===== src/rtl/bus_arbiter.sv =====
// Two-port round-robin arbiter onto a strobed internal register bus.
// The winner's request is latched at grant; each access holds a strobe for ACCESS_CYCLES cycles.
module bus_arbiter #(
  parameter int unsigned ACCESS_CYCLES = 2
) (
  input  logic        axi_aclk,
  input  logic        axi_areset,
  input  logic        h_req,
  input  logic        h_we,
  input  logic [15:0] h_addr,
  input  logic [31:0] h_wdata,
  output logic        h_ack,
  output logic [31:0] h_rdata,
  input  logic        l_req,
  input  logic        l_we,
  input  logic [15:0] l_addr,
  input  logic [31:0] l_wdata,
  output logic        l_ack,
  output logic [31:0] l_rdata,
  output logic [15:0] addressbus,
  output logic        readsignal,
  output logic        writesignal,
  output logic [31:0] databus_out,
  output logic        databus_oe,
  input  logic [31:0] databus_in,
  output logic        busy,
  output logic        grant_id
);

  typedef enum logic [1:0] {IDLE, ACCESS, ACK} state_t;

  localparam logic [3:0] CNT_LAST = 4'(ACCESS_CYCLES - 1);

  state_t      state, state_nxt;
  logic [3:0]  cnt;
  logic        last_grant;
  logic        grant_q;
  logic        lat_we;
  logic [15:0] lat_addr;
  logic [31:0] lat_wdata;
  logic [31:0] h_rdata_q, l_rdata_q;
  logic        winner;
  logic        grant_take;
  logic        cnt_done;
  logic        in_access;

  assign cnt_done   = (cnt == CNT_LAST);
  assign grant_take = (state == IDLE) && (h_req || l_req);

  always_comb begin
    winner    = l_req;
    state_nxt = state;
    // On a tie the port that did not win last time gets the bus.
    if (h_req && l_req)
      winner = ~last_grant;
    case (state)
      IDLE:    if (h_req || l_req) state_nxt = ACCESS;
      ACCESS:  if (cnt_done) state_nxt = ACK;
      ACK:     state_nxt = IDLE;
      default: state_nxt = IDLE;
    endcase
  end

  always_ff @(posedge axi_aclk or posedge axi_areset) begin
    if (axi_areset)
      state <= IDLE;
    else
      state <= state_nxt;
  end

  always_ff @(posedge axi_aclk or posedge axi_areset) begin
    if (axi_areset) begin
      cnt        <= '0;
      last_grant <= 1'b1;
      grant_q    <= 1'b0;
      lat_we     <= 1'b0;
      lat_addr   <= '0;
      lat_wdata  <= '0;
      h_rdata_q  <= '0;
      l_rdata_q  <= '0;
    end else begin
      if (grant_take) begin
        cnt        <= '0;
        grant_q    <= winner;
        last_grant <= winner;
        lat_we     <= winner ? l_we    : h_we;
        lat_addr   <= winner ? l_addr  : h_addr;
        lat_wdata  <= winner ? l_wdata : h_wdata;
      end else if (state == ACCESS && cnt != 4'hF) begin
        cnt <= cnt + 4'd1;
      end
      if (state == ACCESS && cnt_done && !lat_we) begin
        if (grant_q)
          l_rdata_q <= databus_in;
        else
          h_rdata_q <= databus_in;
      end
    end
  end

  assign in_access   = (state == ACCESS);
  assign readsignal  = in_access && !lat_we;
  assign writesignal = in_access && lat_we;
  assign databus_oe  = writesignal;
  assign databus_out = writesignal ? lat_wdata : '0;
  assign addressbus  = lat_addr;
  assign busy        = (state != IDLE);
  assign grant_id    = grant_q;
  assign h_ack       = (state == ACK) && !grant_q;
  assign l_ack       = (state == ACK) && grant_q;
  assign h_rdata     = h_rdata_q;
  assign l_rdata     = l_rdata_q;

endmodule

===== config.mk =====
export PLATFORM = sky130hd
export DESIGN_NAME = bus_arbiter
export DESIGN_NICKNAME = d
export VERILOG_FILES = /design/src/rtl/bus_arbiter.sv
export SDC_FILE = /design/constraint.sdc
export NUM_CORES = 1
export LEC_CHECK = 0
export CAP_MARGIN = 20
export CORE_MARGIN = 2
export CORE_UTILIZATION = 42
export CTS_CLUSTER_DIAMETER = 80
export DETAILED_ROUTE_END_ITERATION = 10
export MAX_ROUTING_LAYER = met4
export PLACE_DENSITY = 0.93
export REMOVE_ABC_BUFFERS = 1
export SLEW_MARGIN = 15
export SYNTH_ARGS = -nofsm -noshare
export SYNTH_HDL_FRONTEND = slang
export SYNTH_SLANG_ARGS = --single-unit

===== constraint.sdc =====
create_clock -name axi_aclk -period 5.3 [get_ports axi_aclk]
set_clock_uncertainty 0.2 [all_clocks]
set_input_delay 0.795 -clock axi_aclk [delete_from_list [all_inputs] [get_ports axi_aclk]]
set_output_delay 0.795 -clock axi_aclk [all_outputs]
set_load 0.03 [all_outputs]

==> metrics.md, run 1 <==
| Metric | Value |
|---|---|
| # resized after CTS | `0` |
| Slew headroom | `0.385` |
| Die X | `between 100 and 150 um` |
| Final hold slack | `0.296 ns` |
| Post-synth top area share | `0.538` |
| Iteration-0 DRC Markers | `165` |
| Max-cap violations | `0` |
| XOR/XNOR Fraction of Synth Area | `0` |
| PortBufs | `between 200 and 300` |
| CTS tree | `yes` |
| Clock transition at path regs | `about 0.050 ns` |
| CTS Root Cell | `clkbuf_16` |
| Top cells by count, synth | `mux2_2, dfrtp_1, and3_1` |
| Top cells by area, synth | `dfrtp_1, mux2_2, mux2_4, and3_1, buf_12` |
| Leak | `3.85 nW` |
| Hold buffers post-CTS | `0` |
| Worst setup EP type | `output port` |
| Starting Density | `0.426` |
| Required @ worst endpoint | `4.30 ns` |
| Slowest CP cell | `clkdlybuf4s50_1` |
| Sequential cell area | `between 3000 and 4000 um2` |
| Synthesized instance count | `382` |
| Mean area per synthesized cell | `14.6 um2` |
| IO Count | `253` |
| Multiplexer share of the synthesized area | `0.347` |
| Yosys top cell by area | `dfrtp_1` |
| Count of pins over their slew limit | `0` |
| Actual slew at the worst max-slew pin | `0.923 ns` |
| Antenna diodes | `0` |
| WS Path Type | `flop to output port` |
| Period utilization | `0.648` |
| PD cells | `684 nW/um2` |
| Net Sw Power | `2.29 mW` |
| Grt total ovfl | `0` |
| Layout cells sized above 1 | `0.311` |
| Largest family of logic cells by synthesized area | `multiplexers` |
| Dpl cell area | `about 8200 um2` |
| CTS Sinks | `121` |
| Switch share | `0.378` |
| Post-CTS setup buffer count | `0` |
| EDFF count, synth | `0` |
| RSZ-0062 raised after global routing | `no` |
| FILL cells | `865` |
| Routed wire per std cell | `18.1 um` |
| Final setup fails | `0` |
| DRT Wirelength | `14800 um` |
| Worst-Skew Late Latency | `0.40 ns` |
| Final worst path period need | `3.43 ns` |
| Area grow syn2layout | `58.9%` |
| Std cell rows | `42` |
| Synth warn | `0` |
| Die Y | `119 um` |
| CORE AREA | `13100 um2` |
| Setup TNS | `0 ns` |
| Design Area, Final | `roughly 8900 um2` |
| Reg-to-reg slack, setup | `2.71 ns` |
| Yosys cell types | `34` |
| CP max stage delay | `roughly 0.7 ns` |
| Worst hold path class | `flop to flop` |
| Global-route wire length before repair | `between 20000 and 25000 um` |
| Buf/Inv on CP | `1` |
| Register bit total from synthesis | `121` |
| Vias per cell | `a little over 5` |
| Cell internal pwr | `3.77 mW` |
| Crit path DAT | `approximately 2.4 ns` |
| Startpoint Class | `flop` |
| Final hold vios | `0` |
| DIE AREA | `14200 um2` |
| CTS Buf Count | `17` |
| DRC viols | `0` |
| Crit path max fanout | `36` |
| H-tree depth | `4` |
| Area of the multi-input gates | `2380 um2` |
| Gr usage total | `0.221` |
| Post-Syn Area | `5580 um2` |
| CP top delay family | `simple AND/OR/NAND/NOR gates` |
| Final Net Count | `767` |
| Vias in the first global route | `about 4600` |
| Last weighted congestion value of the routability-driven placer | `around 0.8` |
| Combinational power share | `0.513` |
| Top-count cell post-synth | `mux2_2` |
| Run status | `complete, no violations` |
| Clk pwr share | `0.205` |
| Register area share after synthesis | `0.543` |
| DP Wirelength | `10600 um` |
| Peak VDD IR | `about 0.48 mV` |
| Post-synthesis async set-or-reset flop share | `1.00` |
| Final ANT Viol Nets | `0` |
| Simple-gate share of the synthesized area | `0.0588` |
| Cells along the critical path | `nor2b_4 -> and3_1 -> clkdlybuf4s50_1` |
| Via count | `4122` |
| Largest net degree at the start of global routing | `91` |
| CTS max path bufs | `2` |
| Ys flop type | `dfrtp_1` |
| Sequential Power Share | `0.282` |
| Post-Synth Adder-Cell Area | `0.00449` |
| Compound-Gate Fraction of Synth Area | `0.0148` |
| Peak Freq | `0.291 GHz` |
| 1st-pass router iterations | `4` |
| Initial antenna violation count | `0` |
-- cell usage in the layout (no fill, tap or decap), types with 2 or more instances in the layout --
| master | n |
|---|---|
| clkdlybuf4s50_1 | 252 |
| mux2_2 | 130 |
| dfrtp_1 | 120 |
| and3_1 | 33 |
| mux2_4 | 30 |
| clkbuf_16 | 17 |
| nor2_1 | 5 |
| clkbuf_8 | 5 |
| o21ai_0 | 4 |
| a21oi_1 | 4 |
| bufinv_16 | 4 |
| buf_4 | 4 |
| inv_1 | 3 |
| nor3b_1 | 2 |
| mux2i_1 | 2 |
| or3_1 | 2 |
| ha_1 | 2 |
| clkbuf_1 | 2 |
| clkinv_2 | 2 |
-- per-layer routing --
layer,global-route usage,vias to the layer above,share of wire
met5,-,-,0
met4,0.0699,0,0.012
li1,-,1875,-
met1,0.231,2054,0.39
met2,0.391,178,0.52
met3,0.0757,15,0.080
-- worst reg2reg max path, cell delays in order, from the launching register on --
cell and delay [ns]:
dfrtp_1 0.42, inv_1 0.09, ha_1 0.15, or3b_1 0.38, or4_4 0.80, mux2_4 0.44
-- kinds of logic (layout without fill, tap and decap cells) --
family                     count (synthesis)  in the layout
adders and majority gates                  2              2
muxes                                    162            162
and+or+nand+nor                           53             53
AOI/OAI and AO/OA                         13             13
DFF                                      121            121
buffers and inverters                     31            292
-- sequential cells by signal, summed over array words and instances, names as in the netlist, 2 cells and up --
signal / flops
l_rdata: 32
addressbus: 16
cnt: 4
state: 2
lat_wdata: 32
h_rdata: 32
-- cell type report --
type,instances,area share
repair buffers,257,0.290
inverters,4,0.00226
well taps,176,0.0248
flip-flops and latches,121,0.342
clock inverters,7,0.0155
multi-input cells,230,0.269
clock buffers,24,0.0566
-- path summary, 6_finish.rpt --
check | to | from | depth (start not counted)
max | databus_out[12] | state[0] | 3
min | lat_wdata[14] | lat_wdata[14] | 1
max reg2reg | h_rdata[16] | cnt[1] | 5
min reg2reg | lat_wdata[14] | lat_wdata[14] | 1
max in group asynchronous | h_rdata[24] | axi_areset | 3
min in group asynchronous | l_rdata[14] | axi_areset | 2
-- power groups by stage --
stage / logic (mW) / registers, mW / clock network (mW)
finish: 3.11 / 1.71 / 1.24
global route: 3.26 / 1.77 / 1.31
CTS: 3.12 / 1.71 / 1.27
detailed placement: 3.10 / 1.72 / 0
global placement: 3.03 / 1.68 / 0
floorplan: 1.24 / 2.28 / 0
-- per-stage QoR --
step / setup WS [ns] / utilization / power (mW) / instances
finish: 1.87 / 0.678 / 6.06 / 819
floorplan: 1.09 / - / 3.52 / 355
global route: 1.70 / 0.678 / 6.34 / 819
global placement: 1.94 / 0.627 / 4.71 / 787
detailed placement: 1.89 / 0.627 / 4.82 / 787
CTS: 1.49 / 0.675 / 6.09 / 818
Note: power is estimated with default switching activity, not from simulation.
==> inputs of run 2 (changes only) <==
- CORE_UTILIZATION: 42 -> 38
- PLACE_DENSITY: 0.93 -> 0.89
- clock period: 5.3 -> 3.08 ns (I/O delays scaled with it)
==> metrics.md, run 2 (synthesized netlist as in run 1, its figures left out) <==
| Metric | Value |
|---|---|
| WS Path Type | `flop to output port` |
| DIE AREA | `15700 um2` |
| CTS tree | `yes` |
| CTS max path bufs | `2` |
| Max-cap violations | `0` |
| DP Wirelength | `10800 um` |
| Slew headroom | `0.565` |
| Clock transition at path regs | `around 0.050 ns` |
| CTS Buf Count | `17` |
| Crit path DAT | `2.28 ns` |
| # resized after CTS | `0` |
| Global-route wire length before repair | `23900 um` |
| CP max stage delay | `0.68 ns` |
| Worst-Skew Late Latency | `0.41 ns` |
| RR Endpoint | `h_rdata[7]` |
| Most common cell after layout, fill and taps aside | `clkdlybuf4s50_1` |
| FILL cells | `~1100` |
| Worst hold path class | `primary input to asynchronous set/reset pin` |
| Final worst path period need | `2.94 ns` |
| Cell internal pwr | `6.29 mW` |
| Vias per cell | `roughly 4.9` |
| Vias in the first global route | `4696` |
| Most frequent cells in the layout | `clkdlybuf4s50_1, mux2_2, dfrtp_1, and3_1, mux2_4` |
| Final Net Count | `768` |
| Gr usage total | `0.199` |
| Layout cells sized above 1 | `0.318` |
| Leak | `about 3.8 nW` |
| Run status | `complete, no violations` |
| Grt total ovfl | `0` |
| Required @ worst endpoint | `2.42 ns` |
| DRT Wirelength | `14600 um` |
| Die Y | `125 um` |
| Switch share | `0.386` |
| Design Area, Final | `8850 um2` |
| Starting Density | `0.387` |
| DRC viols | `0` |
| Setup TNS | `0 ns` |
| Slowest CP cell | `clkdlybuf4s50_1` |
| Via count | `4074` |
| Combinational power share | `0.523` |
| Hold buffers post-CTS | `0` |
| Antenna diodes | `0` |
| IO Count | `253` |
| Peak Freq | `approximately 0.34 GHz` |
| Initial antenna violation count | `0` |
| Actual slew at the worst max-slew pin | `0.653 ns` |
| PortBufs | `252` |
| Last weighted congestion value of the routability-driven placer | `0.833` |
| Reg2reg start | `cnt[1]` |
| Area grow syn2layout | `58.7%` |
| Sequential Power Share | `0.287` |
| CORE AREA | `14400 um2` |
| Worst R2R Path Depth | `5` |
| Cells along the critical path | `nor2b_2 -> buf_4 -> and3_1 -> clkdlybuf4s50_1` |
| Sequential cell area | `3030 um2` |
| Die X | `125 um` |
| Area of the multi-input gates | `2380 um2` |
| Net Sw Power | `3.95 mW` |
| Std cell rows | `44` |
| Final hold vios | `0` |
| Crit path max fanout | `33` |
| H-tree depth | `4` |
| Final core area utilization | `0.614` |
| Iteration-0 DRC Markers | `159` |
| Reg-to-reg slack, setup | `0.55 ns` |
| Finished Layout Cells | `829` |
| Startpoint Class | `flop` |
| Routed wire per std cell | `between 15 and 20 um` |
| Post-Place Cells | `797` |
| Period utilization | `0.955` |
| RSZ-0062 raised after global routing | `no` |
| Final setup fails | `0` |
| Largest net degree at the start of global routing | `67` |
| Count of pins over their slew limit | `0` |
| Worst setup EP type | `output port` |
| Tot Pwr | `10.2 mW` |
| Post-CTS setup buffer count | `0` |
| CTS Root Cell | `clkbuf_16` |
| Clk pwr share | `0.190` |
| Final ANT Viol Nets | `0` |
| Peak VDD IR | `0.659 mV` |
| PD cells | `1160 nW/um2` |
| CTS Sinks | `approximately 120` |
| 1st-pass router iterations | `4` |
| Dpl cell area | `8260 um2` |
==> run 2: how the worst max path moves through the flow <==
stage,startpoint,endpoint,slack (ns),cells past startpoint
final,state[0],databus_out[12],0.14,4
after global routing,state[0],databus_out[12],0.02,4
after CTS,lat_we,databus_oe,0.02,3
after detailed placement,lat_we,databus_oe,0.46,3
after global placement,lat_we,databus_oe,0.55,3
after floorplan,axi_areset,addressbus[0],-0.79,1
==> run 2: power by group through the flow <==
stage                     Clock, mW  Combinational (mW)  Sequential (mW)
after floorplan                   0                2.14             3.92
after global placement            0                5.26             2.88
after detailed placement          0                5.40             2.94
after CTS                      1.99                5.41             2.94
after global routing           2.06                5.62             3.04
final                          1.95                5.36             2.93
==> run 2: area by class of cell <==
cell class | instances | share of cell area
clock buffers | 20 | 0.0527
clock inverters | 12 | 0.0140
inverters | 4 | 0.00198
multi-input cells | 230 | 0.269
flip-flops and latches | 121 | 0.342
well taps | 184 | 0.0260
repair buffers | 258 | 0.294
==> run 2: layer usage <==
layer  wire (um)  GRT usage  share of wire  vias to the layer above
met4         409     0.0922          0.028                        0
met5           0          -              0                        -
li1            -          -              -                     1868
met3        1180     0.0655          0.081                       26
met2        7330      0.333           0.50                      201
met1        5720      0.213           0.39                     1979
==> run 2: worst max-delay path: cells and delay by family, from the launching register on <==
| family | cells | cell delay (ns) |
|---|---|---|
| flops | 1 | 0.39 |
| buf+inv | 2 | 0.99 |
| simple gates | 2 | 0.48 |
==> run 2: stage by stage <==
step                hold WS, ns  setup slack (ns)
floorplan                 0.272            -0.795
detailed placement        0.287             0.463
finish                    0.191             0.139
CTS                       0.189            0.0152
global placement          0.281             0.548
global route              0.196            0.0159
